File: config.mk
export PLATFORM = sky130hd
export DESIGN_NAME = store_queue
export DESIGN_NICKNAME = d
export VERILOG_FILES = /design/src/rtl/store_queue_pkg.sv /design/src/rtl/store_align.sv /design/src/rtl/store_queue.sv
export SDC_FILE = /design/constraint.sdc
export NUM_CORES = 1
export LEC_CHECK = 0
export ABC_CLOCK_PERIOD_IN_PS = 8780
export CAP_MARGIN = 20
export CORE_ASPECT_RATIO = 2
export CORE_MARGIN = 1.5
export CORE_UTILIZATION = 54
export CTS_BUF_LIST = sky130_fd_sc_hd__clkbuf_2 sky130_fd_sc_hd__clkbuf_4 sky130_fd_sc_hd__clkbuf_8
export DETAILED_ROUTE_END_ITERATION = 8
export MAX_ROUTING_LAYER = met4
export PLACE_DENSITY_LB_ADDON = 0.05
export SLEW_MARGIN = 25
export SYNTH_ARGS = -nofsm -noshare
export SYNTH_HDL_FRONTEND = slang
export SYNTH_SLANG_ARGS = --single-unit
File: constraint.sdc
create_clock -name clk -period 8.78 [get_ports clk]
set_clock_uncertainty 0.15 [all_clocks]
set_input_delay 0.878 -clock clk [delete_from_list [all_inputs] [get_ports clk]]
set_output_delay 0.878 -clock clk [all_outputs]
set_load 0.005 [all_outputs]
File: src/rtl/store_queue_pkg.sv
// store_queue_pkg: definitions shared by the store queue and the memory stage.
//   - access size encodings (SIZE_8 / SIZE_16 / SIZE_32)
//   - default datapath width SQ_XLEN and data-memory lane count
//   - store queue entry layout: word-aligned addr, lane-aligned data, byte enables
package store_queue_pkg;

  localparam int SQ_XLEN   = 32;
  localparam int NUM_LANES = 4;

  typedef enum logic [1:0] {
    SIZE_8    = 2'd0,
    SIZE_16   = 2'd1,
    SIZE_32   = 2'd2,
    SIZE_RSVD = 2'd3
  } st_size_e;

  typedef struct packed {
    logic [SQ_XLEN-1:0]   addr;  // word-aligned byte address
    logic [SQ_XLEN-1:0]   data;  // lane-aligned write data
    logic [NUM_LANES-1:0] be;    // byte enables, bit i = lane i
  } sq_entry_t;

endpackage

File: src/rtl/store_align.sv
// store_align: combinational lane alignment for a store.
// Ports:
//   addr_lo  in  [1:0]   low bits of the store byte address
//   data     in  [XLEN]  right-justified store data
//   size     in  [1:0]   access size (SIZE_8 / SIZE_16 / SIZE_32; 3 is illegal)
//   wdata    out [XLEN]  data replicated across all lanes
//   be       out [4]     byte enables for the addressed lanes
//   misalign out         access is not naturally aligned, or size is illegal
import store_queue_pkg::*;

module store_align #(
  parameter int XLEN = SQ_XLEN
) (
  input  logic [1:0]      addr_lo,
  input  logic [XLEN-1:0] data,
  input  logic [1:0]      size,
  output logic [XLEN-1:0] wdata,
  output logic [3:0]      be,
  output logic            misalign
);

  always_comb begin
    wdata    = '0;
    be       = '0;
    misalign = 1'b0;
    case (size)
      SIZE_8: begin
        be    = 4'b0001 << addr_lo;
        wdata = XLEN'({4{data[7:0]}});
      end
      SIZE_16: begin
        be       = addr_lo[1] ? 4'b1100 : 4'b0011;
        wdata    = XLEN'({2{data[15:0]}});
        misalign = addr_lo[0];
      end
      SIZE_32: begin
        be       = 4'b1111;
        wdata    = data;
        misalign = (addr_lo != 2'b00);
      end
      default: begin
        misalign = 1'b1;
      end
    endcase
  end

endmodule

File: src/rtl/store_queue.sv
// store_queue: in-order store buffer between the MEM stage and data memory.
// Optional feature macro: STORE_QUEUE_FWD_EN (store-to-load forwarding of
// full-word entries; adds ld_fwd_valid / ld_fwd_data).
//
// Handshakes:
//   store side : a store is taken on a cycle with st_valid && st_ready;
//                st_ready = !full and does not look at mem_ack.
//   memory side: mem_req = !empty, head fields held until the cycle with
//                mem_req && mem_ack, which pops the head.
//
// Ports:
//   clk, rst            clock, synchronous active-high reset
//   st_valid/st_ready   store handshake
//   st_addr/st_data     byte address and right-justified data
//   st_size             SIZE_8 / SIZE_16 / SIZE_32
//   mem_req/mem_ack     head write handshake
//   mem_addr/mem_wdata  head write (word address, lane-aligned data)
//   mem_be              head byte enables
//   ld_check/ld_addr    load probe; ld_stall when it hits a queued word
//   ld_fwd_valid/data   (STORE_QUEUE_FWD_EN only) forwarded full word
//   misalign            one-cycle pulse after a dropped misaligned store
//   empty, count        occupancy
import store_queue_pkg::*;

module store_queue #(
  parameter int XLEN  = SQ_XLEN,
  parameter int DEPTH = 4
) (
  input  logic                   clk,
  input  logic                   rst,
  input  logic                   st_valid,
  output logic                   st_ready,
  input  logic [XLEN-1:0]        st_addr,
  input  logic [XLEN-1:0]        st_data,
  input  logic [1:0]             st_size,
  output logic                   mem_req,
  output logic [XLEN-1:0]        mem_addr,
  output logic [XLEN-1:0]        mem_wdata,
  output logic [3:0]             mem_be,
  input  logic                   mem_ack,
  input  logic                   ld_check,
  input  logic [XLEN-1:0]        ld_addr,
  output logic                   ld_stall,
`ifdef STORE_QUEUE_FWD_EN
  output logic                   ld_fwd_valid,
  output logic [XLEN-1:0]        ld_fwd_data,
`endif
  output logic                   misalign,
  output logic                   empty,
  output logic [$clog2(DEPTH):0] count
);

  localparam int PW = $clog2(DEPTH);

  logic [PW-1:0]   rd_ptr;
  logic [PW-1:0]   wr_ptr;
  sq_entry_t       entries [DEPTH];

  logic [XLEN-1:0] al_wdata;
  logic [3:0]      al_be;
  logic            al_mis;
  logic            full;
  logic            accept;
  logic            push;
  logic            pop;
  sq_entry_t       head;

  store_align #(.XLEN(XLEN)) u_align (
    .addr_lo  (st_addr[1:0]),
    .data     (st_data),
    .size     (st_size),
    .wdata    (al_wdata),
    .be       (al_be),
    .misalign (al_mis)
  );

  assign full     = (count == (PW+1)'(DEPTH));
  assign empty    = (count == '0);
  assign st_ready = !full;
  assign accept   = st_valid && st_ready;
  // A misaligned store is consumed (handshake completes) but never queued.
  assign push     = accept && !al_mis;
  assign pop      = mem_req && mem_ack;

  assign head      = entries[rd_ptr];
  assign mem_req   = !empty;
  assign mem_addr  = head.addr;
  assign mem_wdata = head.data;
  assign mem_be    = head.be;

  always_ff @(posedge clk) begin
    if (rst) begin
      rd_ptr   <= '0;
      wr_ptr   <= '0;
      count    <= '0;
      misalign <= 1'b0;
    end else begin
      misalign <= accept && al_mis;
      if (push) wr_ptr <= wr_ptr + 1'b1;
      if (pop)  rd_ptr <= rd_ptr + 1'b1;
      case ({push, pop})
        2'b10:   count <= count + 1'b1;
        2'b01:   count <= count - 1'b1;
        default: count <= count;
      endcase
    end
  end

  // Storage is not reset; occupancy alone decides which entries are live.
  always_ff @(posedge clk) begin
    if (push && !rst) begin
      entries[wr_ptr] <= '{addr: {st_addr[XLEN-1:2], 2'b00},
                           data: al_wdata,
                           be:   al_be};
    end
  end

  // Scan live entries oldest to youngest, so the last hit is the youngest.
  logic            any_match;
  logic [PW-1:0]   idx;
`ifdef STORE_QUEUE_FWD_EN
  logic            fwd_full;
  logic [XLEN-1:0] fwd_data;
`endif

  always_comb begin
    any_match = 1'b0;
    idx       = '0;
`ifdef STORE_QUEUE_FWD_EN
    fwd_full  = 1'b0;
    fwd_data  = '0;
`endif
    for (int age = 0; age < DEPTH; age++) begin
      idx = rd_ptr + PW'(age);
      if (((PW+1)'(age) < count) &&
          (entries[idx].addr[XLEN-1:2] == ld_addr[XLEN-1:2])) begin
        any_match = 1'b1;
`ifdef STORE_QUEUE_FWD_EN
        fwd_full  = (entries[idx].be == 4'b1111);
        fwd_data  = entries[idx].data;
`endif
      end
    end
  end

`ifdef STORE_QUEUE_FWD_EN
  assign ld_fwd_valid = ld_check && any_match && fwd_full;
  assign ld_fwd_data  = fwd_data;
  assign ld_stall     = ld_check && any_match && !fwd_full;
`else
  assign ld_stall     = ld_check && any_match;
`endif

  // Loads are compared at word granularity.
  logic unused_ld_lo;
  assign unused_ld_lo = ^ld_addr[1:0];

endmodule

==> impl_metrics.py, run 1 <==
metrics = {
    "routing": {
        "wl_um": 38600,
        "wl_per_cell_um": 26.5,
        "drc": 0,
        "vias": 8938,
        "drt_iter0_drc": 494,
        "viasPerCell": 6.14,
        "drtPass1Iterations": 5,
        "ant_nets": 0,
    },
    "run_status": {
        "outcome": "finished, final reports clean",
    },
    "yosys": {
        "synthArstFlopShare_pct": 0,
        "yosysTopAreaCellShare_pct": 54.6,
        "netlist_area_um2": 14500,
        "yosysWarnings": 0,
        "ys_ff_latch": 274,
        "netlist_instances": 924,
        "yosys.area.top_type": "edfxtp_1",
        "syn_avg_cell_area_um2": 15.7,
        "ys.flop_type": "edfxtp_1",
        "yosysUniqueCellTypes": 59,
        "ys_top_cells_by_area": "edfxtp_1 (55%), mux4_2 (13%), mux2i_1 (7.2%), xnor2_1 (4.2%), mux4_1 (2.4%)",
        "seq_area_frac_synth_pct": 56.0,
        "synth_edf_count": 264,
        "synth_most_common_cell": "edfxtp_1",
        "synth_commonest_cells": "edfxtp_1 (264), mux2i_1 (105), mux4_2 (86)",
    },
    "placement": {
        "io_buffers": 174,
        "place_congestion": 0.990,
        "hpwl_um": 28300,
    },
    "sta": {
        "finalMaxSlewViolations": 0,
        "rsz0062_at_grt": "false",
        "hold_viol": 0,
        "fmax_mhz": 178,
        "tns_ns": 0,
        "tightestPinTransition_ns": 0.951,
        "setup_viol": 0,
        "post-route-period-util_pct": 64.1,
        "slew_headroom_pct": 36.6,
        "fin_crit_ns": 5.63,
    },
    "finish": {
        "finish.utilization_pct": 64.9,
        "final_layout_size_suffix_gt1_share_pct": 16.7,
        "multi_input_area_um2": 5870,
        "diodes": 0,
        "final_nets": 1196,
        "area_delta_synth_final_pct": 17.9,
        "ff_latch_area_um2": 8140,
        "n_fill_cell": 1956,
    },
    "flow_run": {
        "cap_violations": 0,
    },
    "global_routing": {
        "grt-ovfl-total": 0,
        "grt_max_degree": 58,
        "grt_usage_pct": 28.9,
        "grt_pass1_wl_um": 57000,
        "antenna_found_initial": 0,
        "grt_pass1_vias": 9405,
    },
    "floorplan": {
        "die_h_um": 235,
        "fp-row-count": 84,
        "initial_core_util_pct": 55.0,
        "dieArea_um2": 27900,
        "io_pins": 179,
        "core_region_area_um2": 26400,
        "chipWidth_um": 119,
    },
    "min_path": {
        "hold_path_class": "flop to flop",
    },
    "clock_tree": {
        "cts_max_level": 2,
        "clkTransAtPathRegs_ns": 0.07,
        "cts_tree": "done",
        "post-cts-setup-buffers": 0,
        "ctsHoldBuffers": 0,
        "clk_latency_ns": 0.56,
        "root_buffer": "clkbuf_8",
        "clock_path_buffers": 3,
        "cts.sinks": 274,
        "cts_resized": 0,
        "numCtsBuffers": 38,
    },
    "pwr": {
        "p_per_area_nw_per_um2": 233,
        "ir_drop_v": 0.000175,
        "leakage_nw": 5.50,
    },
    "setup_path": {
        "cp-end-kind": "primary output",
        "path_class": "flop to primary output",
        "crit_top_cell": "nor4_1",
        "path_buf_inv": 2,
        "crit_chain": "buf_4 -> mux2i_1 -> nor2_1 -> nor4_1 -> a21oi_1 -> a211o_1 -> nor4_1 -> o41a_1 -> clkdlybuf4s50_1",
        "path_max_fanout": 47,
        "cp_top_family": "buffers and inverters",
        "cp.arrival_ns": 4.60,
        "critPathRequiredTime_ns": 7.75,
        "max_stage_delay_ns": 0.85,
        "critPathSlowestCell": "dfxtp_4",
        "cp-start-kind": "flop",
    },
}
## per-stage QoR
stage | instance area (µm²) | setup slack (ns) | hold WS (ns) | cells | total power (W)
2_1_floorplan | 14500 | 4.97 | 0.368 | 925 | 0.00255
3_3_place_gp | 16400 | 3.76 | 0.408 | 1388 | 0.00306
3_5_place_dp | 16400 | 3.70 | 0.419 | 1388 | 0.00307
4_1_cts | 17100 | 3.06 | 0.432 | 1456 | 0.00403
5_1_grt | 17100 | 2.87 | 0.461 | 1456 | 0.00416
6_report | 17100 | 3.15 | 0.425 | 1456 | 0.00399
## report_power, final
part	internal, W	total [W]	leakage, nW	switching [W]
combinational	0.000762	0.00142	2.62	0.000656
clock	0.000500	0.000966	0.399	0.000466
sequential	0.00148	0.00161	2.48	0.000128
## placed cells by master (no fill, tap or decap), types with 4 or more instances in the layout
cell type | synthesis | final
nand4_1 | 14 | 14
a21oi_1 | 29 | 29
o221ai_1 | 4 | 4
a21o_1 | 17 | 17
and2_4 | 0 | 4
mux2i_1 | 105 | 105
a22oi_1 | 5 | 5
o21ai_0 | 20 | 20
clkbuf_4 | 1 | 15
nor3_1 | 9 | 9
mux4_2 | 86 | 86
o22ai_1 | 11 | 11
xor2_1 | 38 | 38
buf_4 | 11 | 14
mux2_2 | 6 | 6
dfxtp_1 | 10 | 6
a221oi_1 | 4 | 4
nand3_1 | 4 | 4
inv_1 | 20 | 20
mux4_1 | 13 | 13
clkinv_2 | 0 | 4
xnor2_1 | 70 | 70
nor4_1 | 16 | 16
nand2_1 | 22 | 22
clkinv_1 | 0 | 4
nor2_1 | 33 | 33
ha_1 | 9 | 9
clkdlybuf4s50_1 | 0 | 174
edfxtp_1 | 264 | 264
clkbuf_8 | 0 | 41
## worst register-to-register path, delay by kind of cell (launching register included)
kind / cells / cell delay (ns)
fa+ha+maj: 1 / 0.23
flops: 1 / 0.46
buf+inv: 2 / 0.78
simple gates: 4 / 1.10
## registers in the layout, summed over array words and instances, names as in the netlist, named ones only
signal	count
entries	264
count	3
wr_ptr	2
misalign	1
rd_ptr	2
## layer usage
layer  track usage, %  vias up  wire length [µm]
li1                 -     4008                 -
met3             4.42       93              1850
met2             52.8      338             21700
met1             28.8     4499             12600
met5                -        -                 0
met4             16.7        0              2470
## path summary, 6_finish.rpt
check / start / endpoint / slack, ns / depth (start not counted)
worst max register to register: count[0] / entries[1][33] / 5.64 / 7
worst min register to register: wr_ptr[1] / wr_ptr[1] / 0.42 / 2
worst max-delay path: rd_ptr[0] / ld_stall / 3.15 / 9
worst min-delay path: wr_ptr[1] / wr_ptr[1] / 0.42 / 2
## cell type report
| cell class | instances | share of cell area, % |
|---|---|---|
| repair buffers | 188 | 10.8 |
| inverters | 21 | 0.461 |
| clock buffers | 56 | 3.96 |
| clock inverters | 12 | 0.402 |
| flip-flops and latches | 274 | 47.6 |
| multi-input cells | 561 | 34.3 |
| well taps | 344 | 2.52 |
## kinds of logic after synthesis
family / synth area share, %
compound gates: 5.48
xor+xnor: 6.52
fa+ha+maj: 0.776
buf+inv: 3.64
flops: 56.0
mux: 23.5
other cells: 0.0258
simple gates: 4.05
Power figures use the tool's default switching activity.
==> run 2, diff against run 1 <==
--- a/config.mk
+++ b/config.mk
@@ -5,7 +5,7 @@
 export SDC_FILE = /design/constraint.sdc
 export NUM_CORES = 1
 export LEC_CHECK = 0
-export ABC_CLOCK_PERIOD_IN_PS = 8780
+export ABC_CLOCK_PERIOD_IN_PS = 5700
 export CAP_MARGIN = 20
 export CORE_ASPECT_RATIO = 2
 export CORE_MARGIN = 1.5
==> constraint.sdc (replaced) <==
create_clock -name clk -period 5.7 [get_ports clk]
set_clock_uncertainty 0.15 [all_clocks]
set_input_delay 0.57 -clock clk [delete_from_list [all_inputs] [get_ports clk]]
set_output_delay 0.57 -clock clk [all_outputs]
set_load 0.005 [all_outputs]
==> impl_metrics.py, run 2 (same netlist as run 1, synthesis figures left out) <==
metrics = {
    "setup_path": {
        "cp.arrival_ns": 4.21,
        "regToRegStartpoint": "count[0]",
        "cp-start-kind": "flop",
        "path_class": "flop to primary output",
        "path_max_fanout": 38,
        "critPathRequiredTime_ns": 4.98,
        "cp-end-kind": "primary output",
        "cp-startpoint": "rd_ptr[0]",
    },
    "floorplan": {
        "die_h_um": 235,
        "io_pins": 179,
        "initial_core_util_pct": 55.0,
        "dieArea_um2": 27900,
        "core_region_area_um2": 26400,
        "chipWidth_um": 119,
        "fp-row-count": 84,
    },
    "min_path": {
        "min_from": "wr_ptr[1]",
        "hold_path_class": "flop to flop",
    },
    "clock_tree": {
        "cts_tree": "done",
        "clkTransAtPathRegs_ns": 0.06,
        "clk_latency_ns": 0.56,
        "post-cts-setup-buffers": 0,
        "cts_max_level": 2,
        "numCtsBuffers": 38,
        "cts_resized": 0,
        "clock_path_buffers": 3,
        "cts.sinks": 274,
        "root_buffer": "clkbuf_8",
        "ctsHoldBuffers": 0,
    },
    "routing": {
        "drc": 0,
        "vias": 8968,
        "drt_iter0_drc": 509,
        "ant_nets": 0,
        "wl_um": 39000,
        "viasPerCell": 6.13,
        "wl_per_cell_um": 26.6,
        "drtPass1Iterations": 5,
    },
    "global_routing": {
        "grt-ovfl-total": 0,
        "grt_max_degree": 56,
        "grt_pass1_vias": 9511,
        "antenna_found_initial": 0,
        "grt_pass1_wl_um": 57700,
        "grt_usage_pct": 29.4,
    },
    "sta": {
        "finalMaxSlewViolations": 0,
        "tightestPinTransition_ns": 0.961,
        "slew_headroom_pct": 35.9,
        "timing.hold.ws_ns": 0.421,
        "setup_viol": 0,
        "fin_crit_ns": 4.93,
        "post-route-period-util_pct": 86.5,
        "rsz0062_at_grt": "false",
        "setup_slack_ns": 0.768,
        "hold_viol": 0,
        "tns_ns": 0,
        "fmax_mhz": 203,
    },
    "pwr": {
        "p_per_area_nw_per_um2": 359,
        "leakage_nw": 5.53,
        "ir_drop_v": 0.000395,
        "finalPower_w": 0.00616,
    },
    "flow_run": {
        "cap_violations": 0,
    },
    "placement": {
        "place_ws_ns": 1.33,
        "place_congestion": 0.971,
        "hpwl_um": 28600,
        "io_buffers": 174,
    },
    "finish": {
        "diodes": 0,
        "final_nets": 1203,
        "final_layout_size_suffix_gt1_share_pct": 16.9,
        "area_delta_synth_final_pct": 18.4,
        "reg_top3": "entries (264), count (3)",
        "top_register": "entries",
        "n_fill_cell": 1986,
        "layout_commonest_cell": "edfxtp_1",
        "largest_reg_flops": 264,
        "final_cell_mix": "edfxtp_1 (264), clkdlybuf4s50_1 (174), mux2i_1 (105)",
        "finish.utilization_pct": 65.1,
    },
    "run_status": {
        "outcome": "finished, final reports clean",
    },
}
run 2: cell types whose count changed in the layout (fill, tap and decap cells not counted), sizes merged:
cell	before	now
buf	14	21
clkinv	8	13
clkbuf	56	53
inv	24	22
run 2: report_power, final:
group | switching, W | internal, W | total (W)
Sequential | 0.000180 | 0.00228 | 0.00246
Combinational | 0.00104 | 0.00120 | 0.00224
Clock | 0.000724 | 0.000736 | 0.00146
Total | 0.00195 | 0.00422 | 0.00616
run 2: layer usage:
layer,global-route usage [%],part of all wire (%)
met1,29.0,33
met2,53.2,56
met3,4.76,4.3
met4,17.6,6.8
met5,-,0
run 2: final cells by class:
class	count	area [µm²]	area share, %
inverters	21	78.8	0.459
clock inverters	15	85.1	0.495
clock buffers	53	642	3.74
repair buffers	195	1940	11.3
well taps	344	430	2.50
flip-flops and latches	274	8140	47.4
multi-input cells	561	5870	34.2
run 2: critical path: stages, from the launching register on:
cell,delay (ns)
dfxtp_4,0.78
buf_12,0.27
mux4_2,0.53
xor2_1,0.19
nor4_1,0.62
o2111ai_1,0.24
a2111oi_2,0.25
o41a_1,0.22
clkdlybuf4s50_1,0.51
run 2: path summary, 6_finish.rpt:
path / end / slack (ns) / cells past startpoint
worst min-delay path: wr_ptr[1] / 0.42 / 2
worst max register to register: entries[2][26] / 2.60 / 7
worst max-delay path: ld_stall / 0.77 / 8
worst min register to register: wr_ptr[1] / 0.42 / 2
run 2: metrics by stage:
stage	cells	cell area, µm²
5_1_grt	1463	17200
2_1_floorplan	925	14500
6_report	1463	17200
4_1_cts	1463	17200
3_5_place_dp	1395	16500
3_3_place_gp	1395	16500
